## src/rtl/cv32e40p_pkg2.sv

```systemverilog
// Shared constants and types for the fault-tolerant IF-stage voters.
// Each triplicated IF sub-block has its own set of breakage-counter
// constants. The instantiating block passes them to
// cv32e40p_ft_voter_monitor as parameters.
// Ports: none (package).
package cv32e40p_pkg2;

  // Generic defaults shared by every IF-stage voter.
  localparam int unsigned FT_DEFAULT_COUNT_BIT          = 8;
  localparam int unsigned FT_DEFAULT_INC_DEC_BIT        = 2;
  localparam int unsigned FT_DEFAULT_INCREMENT          = 1;
  localparam int unsigned FT_DEFAULT_DECREMENT          = 1;
  localparam int unsigned FT_DEFAULT_BREAKING_THRESHOLD = 3;

  // Per-instance constants, one set for each voted IF-stage block.
  localparam int unsigned PREFETCH_COUNT_BIT          = 8;
  localparam int unsigned PREFETCH_INC_DEC_BIT        = 2;
  localparam int unsigned PREFETCH_INCREMENT          = 1;
  localparam int unsigned PREFETCH_DECREMENT          = 1;
  localparam int unsigned PREFETCH_BREAKING_THRESHOLD = 3;

  localparam int unsigned ALIGNER_COUNT_BIT          = 8;
  localparam int unsigned ALIGNER_INC_DEC_BIT        = 2;
  localparam int unsigned ALIGNER_INCREMENT          = 1;
  localparam int unsigned ALIGNER_DECREMENT          = 1;
  localparam int unsigned ALIGNER_BREAKING_THRESHOLD = 3;

  localparam int unsigned PC_DEF_COUNT_BIT          = 8;
  localparam int unsigned PC_DEF_INC_DEC_BIT        = 2;
  localparam int unsigned PC_DEF_INCREMENT          = 1;
  localparam int unsigned PC_DEF_DECREMENT          = 1;
  localparam int unsigned PC_DEF_BREAKING_THRESHOLD = 3;

  // Health of one replica, derived from its counter and broken flag.
  typedef enum logic [1:0] {
    HEALTHY = 2'd0,
    SUSPECT = 2'd1,
    BROKEN  = 2'd2
  } ft_rep_state_e;

  function automatic ft_rep_state_e ft_rep_state(input logic broken, input logic cnt_zero);
    if (broken) return BROKEN;
    if (cnt_zero) return HEALTHY;
    return SUSPECT;
  endfunction

endpackage

```

## src/rtl/cv32e40p_breakage_counter.sv

```systemverilog
// Saturating breakage counter and sticky broken flag for one replica.
// Ports:
//   clk, rst_n  - clock, asynchronous active-low reset
//   clear_i     - synchronous clear of counter and broken flag (beats en_i)
//   en_i        - sample-valid; the counter moves only when high
//   mismatch_i  - this replica disagrees with the voted value
//   cnt_o       - current counter value
//   broken_o    - sticky broken flag
module cv32e40p_breakage_counter
  import cv32e40p_pkg2::*;
#(
  parameter int unsigned COUNT_BIT          = FT_DEFAULT_COUNT_BIT,
  parameter int unsigned INC_DEC_BIT        = FT_DEFAULT_INC_DEC_BIT,
  parameter int unsigned INCREMENT          = FT_DEFAULT_INCREMENT,
  parameter int unsigned DECREMENT          = FT_DEFAULT_DECREMENT,
  parameter int unsigned BREAKING_THRESHOLD = FT_DEFAULT_BREAKING_THRESHOLD
) (
  input  logic                 clk,
  input  logic                 rst_n,
  input  logic                 clear_i,
  input  logic                 en_i,
  input  logic                 mismatch_i,
  output logic [COUNT_BIT-1:0] cnt_o,
  output logic                 broken_o
);

  // Steps and bounds are held one bit wider than the counter, so the
  // saturation tests see the true sum/difference before truncation.
  localparam logic [INC_DEC_BIT-1:0] INC_STEP = INC_DEC_BIT'(INCREMENT);
  localparam logic [INC_DEC_BIT-1:0] DEC_STEP = INC_DEC_BIT'(DECREMENT);
  localparam logic [COUNT_BIT:0]     INC_EXT  = (COUNT_BIT+1)'(INC_STEP);
  localparam logic [COUNT_BIT:0]     DEC_EXT  = (COUNT_BIT+1)'(DEC_STEP);
  localparam logic [COUNT_BIT:0]     CNT_MAX  = {1'b0, {COUNT_BIT{1'b1}}};
  localparam logic [COUNT_BIT:0]     TH_EXT   = (COUNT_BIT+1)'(BREAKING_THRESHOLD);

  logic [COUNT_BIT-1:0] cnt_reg, cnt_next;
  logic                 broken_reg, broken_next;
  logic [COUNT_BIT:0]   cnt_ext, cnt_sum, cnt_step;
  ft_rep_state_e        state;

  assign cnt_ext = {1'b0, cnt_reg};
  assign cnt_sum = cnt_ext + INC_EXT;

  always_comb begin
    cnt_step = cnt_ext;
    if (mismatch_i) begin
      cnt_step = (cnt_sum > CNT_MAX) ? CNT_MAX : cnt_sum;
    end else begin
      cnt_step = (cnt_ext < DEC_EXT) ? '0 : (cnt_ext - DEC_EXT);
    end
  end

  always_comb begin
    cnt_next    = cnt_reg;
    broken_next = broken_reg;
    if (clear_i) begin
      cnt_next    = '0;
      broken_next = 1'b0;
    end else if (en_i && !broken_reg) begin
      cnt_next = cnt_step[COUNT_BIT-1:0];
      // The flag is set on the same edge that the counter reaches the threshold.
      if (cnt_step >= TH_EXT) broken_next = 1'b1;
    end
  end

  always_ff @(posedge clk or negedge rst_n) begin
    if (!rst_n) begin
      cnt_reg    <= '0;
      broken_reg <= 1'b0;
    end else begin
      cnt_reg    <= cnt_next;
      broken_reg <= broken_next;
    end
  end

  assign cnt_o    = cnt_reg;
  assign broken_o = broken_reg;

  assign state = ft_rep_state(broken_reg, cnt_reg == '0);

  // A broken replica stays broken until it is cleared or reset.
  broken_absorbing_a : assert property (@(posedge clk) disable iff (!rst_n)
    (state == BROKEN && !clear_i) |=> (state == BROKEN));

endmodule

```

## src/rtl/cv32e40p_ft_voter_monitor.sv

```systemverilog
// Voter and health monitor for one triplicated IF-stage signal.
// Healthy replicas are voted. Replicas whose breakage counter reaches the
// threshold are marked broken and are left out of the vote.
// Ports:
//   clk, rst_n      - clock, asynchronous active-low reset
//   en_i            - sample-valid strobe for the counters
//   clear_i         - synchronous clear of all counters and broken flags
//   data_i[2:0]     - replica inputs
//   data_o          - voted value (combinational)
//   err_detected_o  - per-replica mismatch against data_o, healthy replicas only
//   no_majority_o   - healthy replicas contain no equal pair
//   broken_o        - sticky broken flags
//   count_o[2:0]    - breakage counter values
module cv32e40p_ft_voter_monitor
  import cv32e40p_pkg2::*;
#(
  parameter int unsigned WIDTH              = 32,
  parameter int unsigned COUNT_BIT          = FT_DEFAULT_COUNT_BIT,
  parameter int unsigned INC_DEC_BIT        = FT_DEFAULT_INC_DEC_BIT,
  parameter int unsigned INCREMENT          = FT_DEFAULT_INCREMENT,
  parameter int unsigned DECREMENT          = FT_DEFAULT_DECREMENT,
  parameter int unsigned BREAKING_THRESHOLD = FT_DEFAULT_BREAKING_THRESHOLD
) (
  input  logic                      clk,
  input  logic                      rst_n,
  input  logic                      en_i,
  input  logic                      clear_i,
  input  logic [2:0][WIDTH-1:0]     data_i,
  output logic [WIDTH-1:0]          data_o,
  output logic [2:0]                err_detected_o,
  output logic                      no_majority_o,
  output logic [2:0]                broken_o,
  output logic [2:0][COUNT_BIT-1:0] count_o
);

  logic [2:0]       broken;
  logic [WIDTH-1:0] majority;
  logic [WIDTH-1:0] voted;
  logic             no_majority;
  logic [2:0]       err;

  assign majority = (data_i[0] & data_i[1]) | (data_i[0] & data_i[2]) | (data_i[1] & data_i[2]);

  // With one replica broken the two survivors cannot out-vote each other.
  // The lower-index survivor is trusted. With all three broken, fall back
  // to plain majority.
  always_comb begin
    voted       = majority;
    no_majority = 1'b0;
    case (broken)
      3'b000: begin
        voted       = majority;
        no_majority = (data_i[0] != data_i[1]) && (data_i[0] != data_i[2]) &&
                      (data_i[1] != data_i[2]);
      end
      3'b001: begin
        voted       = data_i[1];
        no_majority = (data_i[1] != data_i[2]);
      end
      3'b010: begin
        voted       = data_i[0];
        no_majority = (data_i[0] != data_i[2]);
      end
      3'b100: begin
        voted       = data_i[0];
        no_majority = (data_i[0] != data_i[1]);
      end
      3'b011:  voted = data_i[2];
      3'b101:  voted = data_i[1];
      3'b110:  voted = data_i[0];
      default: voted = majority;
    endcase
  end

  generate
    for (genvar gi = 0; gi < 3; gi++) begin : g_rep
      assign err[gi] = (data_i[gi] != voted) && !broken[gi];

      cv32e40p_breakage_counter #(
        .COUNT_BIT          (COUNT_BIT),
        .INC_DEC_BIT        (INC_DEC_BIT),
        .INCREMENT          (INCREMENT),
        .DECREMENT          (DECREMENT),
        .BREAKING_THRESHOLD (BREAKING_THRESHOLD)
      ) u_counter (
        .clk        (clk),
        .rst_n      (rst_n),
        .clear_i    (clear_i),
        .en_i       (en_i),
        .mismatch_i (err[gi]),
        .cnt_o      (count_o[gi]),
        .broken_o   (broken[gi])
      );
    end
  endgenerate

  assign data_o         = voted;
  assign err_detected_o = err;
  assign no_majority_o  = no_majority;
  assign broken_o       = broken;

endmodule
```

## config.mk

```make
export PLATFORM = sky130hd
export DESIGN_NAME = cv32e40p_ft_voter_monitor
export DESIGN_NICKNAME = d
export VERILOG_FILES = /design/src/rtl/cv32e40p_pkg2.sv /design/src/rtl/cv32e40p_breakage_counter.sv /design/src/rtl/cv32e40p_ft_voter_monitor.sv
export SDC_FILE = /design/constraint.sdc
export NUM_CORES = 1
export LEC_CHECK = 0
export ABC_AREA = 1
export ABC_CLOCK_PERIOD_IN_PS = 3550
export BUFFER_PORTS_ARGS = -buffer_cell sky130_fd_sc_hd__buf_2
export CORE_MARGIN = 1.5
export CORE_UTILIZATION = 30
export DETAILED_ROUTE_END_ITERATION = 6
export PLACE_DENSITY_LB_ADDON = 0.2
export SYNTH_ARGS = -nofsm -noshare
export SYNTH_HDL_FRONTEND = slang
export SYNTH_SLANG_ARGS = --single-unit
export TNS_END_PERCENT = 10
```

## constraint.sdc

```tcl
create_clock -name clk -period 3.55 [get_ports clk]
set_input_delay 0.1775 -clock clk [delete_from_list [all_inputs] [get_ports clk]]
set_output_delay 0.1775 -clock clk [all_outputs]
set_load 0.02 [all_outputs]
```

==> run_results.csv <==
group,metric,value,unit
power_and_ir_drop,finalPower,6.35,mW
yosys,synth_area,7410,um2
critical_path,crit_type,"flop to primary output",
grt,grt_use_total,19.8,%
timing,fin_setup_tns,0,ps
grt,overflow,0,
finish,final_common_cell,"nand2_1",
placement,place.detailed.hpwl,21300,um
yosys,synth-edff-count,0,
timing,hold_viol,0,
floorplanning,die_w,160,um
routing,via_count,8796,
grt,grt_pass1_vias,8084,
yosys,yosysTopAreaCell,"nand2_1",
yosys,synth_warnings,0,
floorplanning,initial_core_util,30.6,%
status,status,"finished, final reports clean",
timing,skew,2.31,ps
finish,drive_gt1_share,15.9,%
yosys,ys_ff_latch,27,
finish,stdcell_count,1789,
power_and_ir_drop,leakage,5.01,nW
power_and_ir_drop,power.density,735,nW/um2
hold_path,hold_start,"clear_i",
finish,area_growth,16.7,%
timing,period_minus_slack,3180,ps
timing,setup_violations,0,
cts,htree_levels,1,
yosys,async_reset_ff_share,100,%
critical_path,r2r_setup_slack,390,ps
cts,clock_latency,260,ps
critical_path,cp-end-kind,"primary output",
yosys,avgSynthCellArea,5.63,um2
critical_path,worst-path-max-fanout,16,
timing,slew-limit-headroom,56.4,%
placement,portBuffers,162,
routing,first_iter_violations,535,
critical_path,slowest_delay,470,ps
grt,antenna_found_initial,3,
run,maxCapViolations,0,
cts,clk_pin_slew,70,ps
routing,wl_per_cell,14.5,um
power_and_ir_drop,ir_drop,0.280,mV
timing,slew_viol_final,0,
finish,nets,1668,
floorplanning,io_pins,163,
routing,drcViolationCount,0,
placement,gp_congestion,0.902,
yosys,synth_cells,1315,
cts,cts_sinks,27,
hold_path,hold_class,"primary input to flop",
critical_path,slowest_stage,"dfrtp_1",
timing,finalCritPeriodShare,89.6,%
routing,ant_nets,0,
floorplanning,core,24200,um2
routing,first_pass_iters,6,
critical_path,rr_worst_depth,21,
critical_path,r2r_start,"g_rep[0].u_counter.broken_o$_DFFE_PN0P_",
critical_path,path_cells,"inv_2 > nor2_4 > buf_4 > nand2_1 > nand2_1 > nor2_1 > nand2_1 > nand2_1 > nand2_1 > inv_1 > nand2_1 > nor2_1 > nand2_1 > nor2_1 > nand2_1 > nand2_4 > inv_1 > buf_2",
floorplanning,die_h,160,um
timing,tightest_slew,654,ps
routing,viasPerCell,4.92,
placement,place_inst,1781,
cts,root_buffer,"clkbuf_16",
hold_path,holdPathStages,4,
finish,seq_area,678,um2
cts,clock_path_buffers,2,
timing,grt_setup_unrepaired,"no",
yosys,ys_seq_area_share,9.12,%
critical_path,path_common_cell,"nand2_1",
cts,numCtsBuffers,3,
yosys,synth_flop_cell,"dfrtp_1",
grt,grt_max_degree,37,
critical_path,r2r-end,"g_rep[1].u_counter.broken_o$_DFFE_PN0P_",
finish,multiInputGateArea,5920,um2
critical_path,arrival,3000,ps
cts,post_cts_buffers,0,
yosys,yosys-top-cells-area,"nand2_1 (23%), ha_1 (18%), dfrtp_1 (9.1%)",
grt,grt_pass1_wl,41400,um
critical_path,cp-start-kind,"flop",
floorplanning,placementRows,57,
yosys,synth_top_area_share,23.3,%
timing,max_freq,0.315,GHz
yosys,synth.distinct_cells,33,
finish,final_cell_mix,"nand2_1 (458), buf_2 (162), inv_1 (161), nor2_1 (139), nand3_1 (118)",
yosys,synth_nets,1520,
critical_path,required,3370,ps
hold_path,hold_end,"g_rep[2].u_counter.broken_o$_DFFE_PN0P_",
cts,cts_tree,"built",
routing,routed_wirelength,25900,um
finish,n_fill_cell,2768,
floorplanning,die_area,25600,um2
-- per-layer routing --
metal,vias up,part of all wire (%),GRT usage [%],routed length [um]
li1,4590,-,-,-
met2,229,47,34.2,12100
met4,0,1.9,4.25,490
met3,33,5.9,2.55,1530
met5,-,0,0,0
met1,3944,46,26.3,11800
-- metrics by stage --
step | instance area (um2) | hold WS [ps] | setup slack [ps] | util (%)
5_1_grt | 8640 | 304 | 25.6 | 35.6
3_5_place_dp | 8530 | 258 | 175 | 35.2
4_1_cts | 8620 | 285 | 51.5 | 35.6
2_1_floorplan | 7410 | -118 | 970 | -
6_report | 8640 | 286 | 370 | 35.6
3_3_place_gp | 8530 | 255 | 187 | 35.2
-- kinds of logic after synthesis --
kind of cell	count (synthesis)	synth area share (%)
xor+xnor	20	2.36
compound gates	69	5.32
simple gates	898	54.3
buf+inv	196	11.1
fa+ha+maj	105	17.7
flops	27	9.12
-- cells in the mapped netlist, types with 12 or more instances --
cell type,number
nor2_1,139
ha_1,105
nand2_1,459
o21ai_1,15
inv_1,161
nand4_1,41
nor4_1,27
o22ai_1,12
nor3_1,21
nand3_1,118
o21ai_0,24
nand3b_1,46
xor2_1,18
dfrtp_1,27
nor2_2,28
buf_4,20
-- critical path, delay by kind of cell (launching register included) --
family	cells	cell delay (ps)
AND/OR/NAND/NOR	13	1480
buffers and inverters	5	780
flip-flops	1	470
-- cell type report --
type	count	share of cell area, %
diodes	3	0.0869
clock buffers	4	0.912
inverters	164	7.12
multi-input cells	1092	68.5
flip-flops and latches	27	7.85
well taps	324	4.69
repair buffers	175	10.9
-- where the power goes --
group / switching, mW / total (mW) / internal [mW]
registers: 0.176 / 0.568 / 0.392
clock network: 0.107 / 0.260 / 0.154
logic: 3.76 / 5.53 / 1.76
total: 4.05 / 6.35 / 2.31
-- how the worst max path moves through the flow --
stage | start | endpoint | slack, ps
finish | g_rep[0].u_counter.broken_o$_DFFE_PN0P_ | err_detected_o[2] | 370
global route | g_rep[0].u_counter.broken_o$_DFFE_PN0P_ | err_detected_o[0] | 30
CTS | g_rep[2].u_counter.broken_o$_DFFE_PN0P_ | err_detected_o[2] | 50
detailed placement | g_rep[2].u_counter.broken_o$_DFFE_PN0P_ | g_rep[2].u_counter.broken_o$_DFFE_PN0P_ | 180
global placement | g_rep[2].u_counter.broken_o$_DFFE_PN0P_ | g_rep[2].u_counter.broken_o$_DFFE_PN0P_ | 190
floorplan | g_rep[1].u_counter.broken_o$_DFFE_PN0P_ | g_rep[2].u_counter.broken_o$_DFFE_PN0P_ | 970
-- flip-flops by register name, summed over array words and instances (netlist names) --
| name | cells |
|---|---|
| g_rep.u_counter.broken_o | 3 |
| g_rep.u_counter.cnt_o | 24 |
-- repair_timing --
item / 4_1_cts / 5_1_grt
endpoints found under the hold margin: 27 / 0
hold buffers: 1 / 0
endpoints found under the setup margin: 0 / 8
resized for setup: 0 / 5
Note: power is estimated with default switching activity, not from simulation.
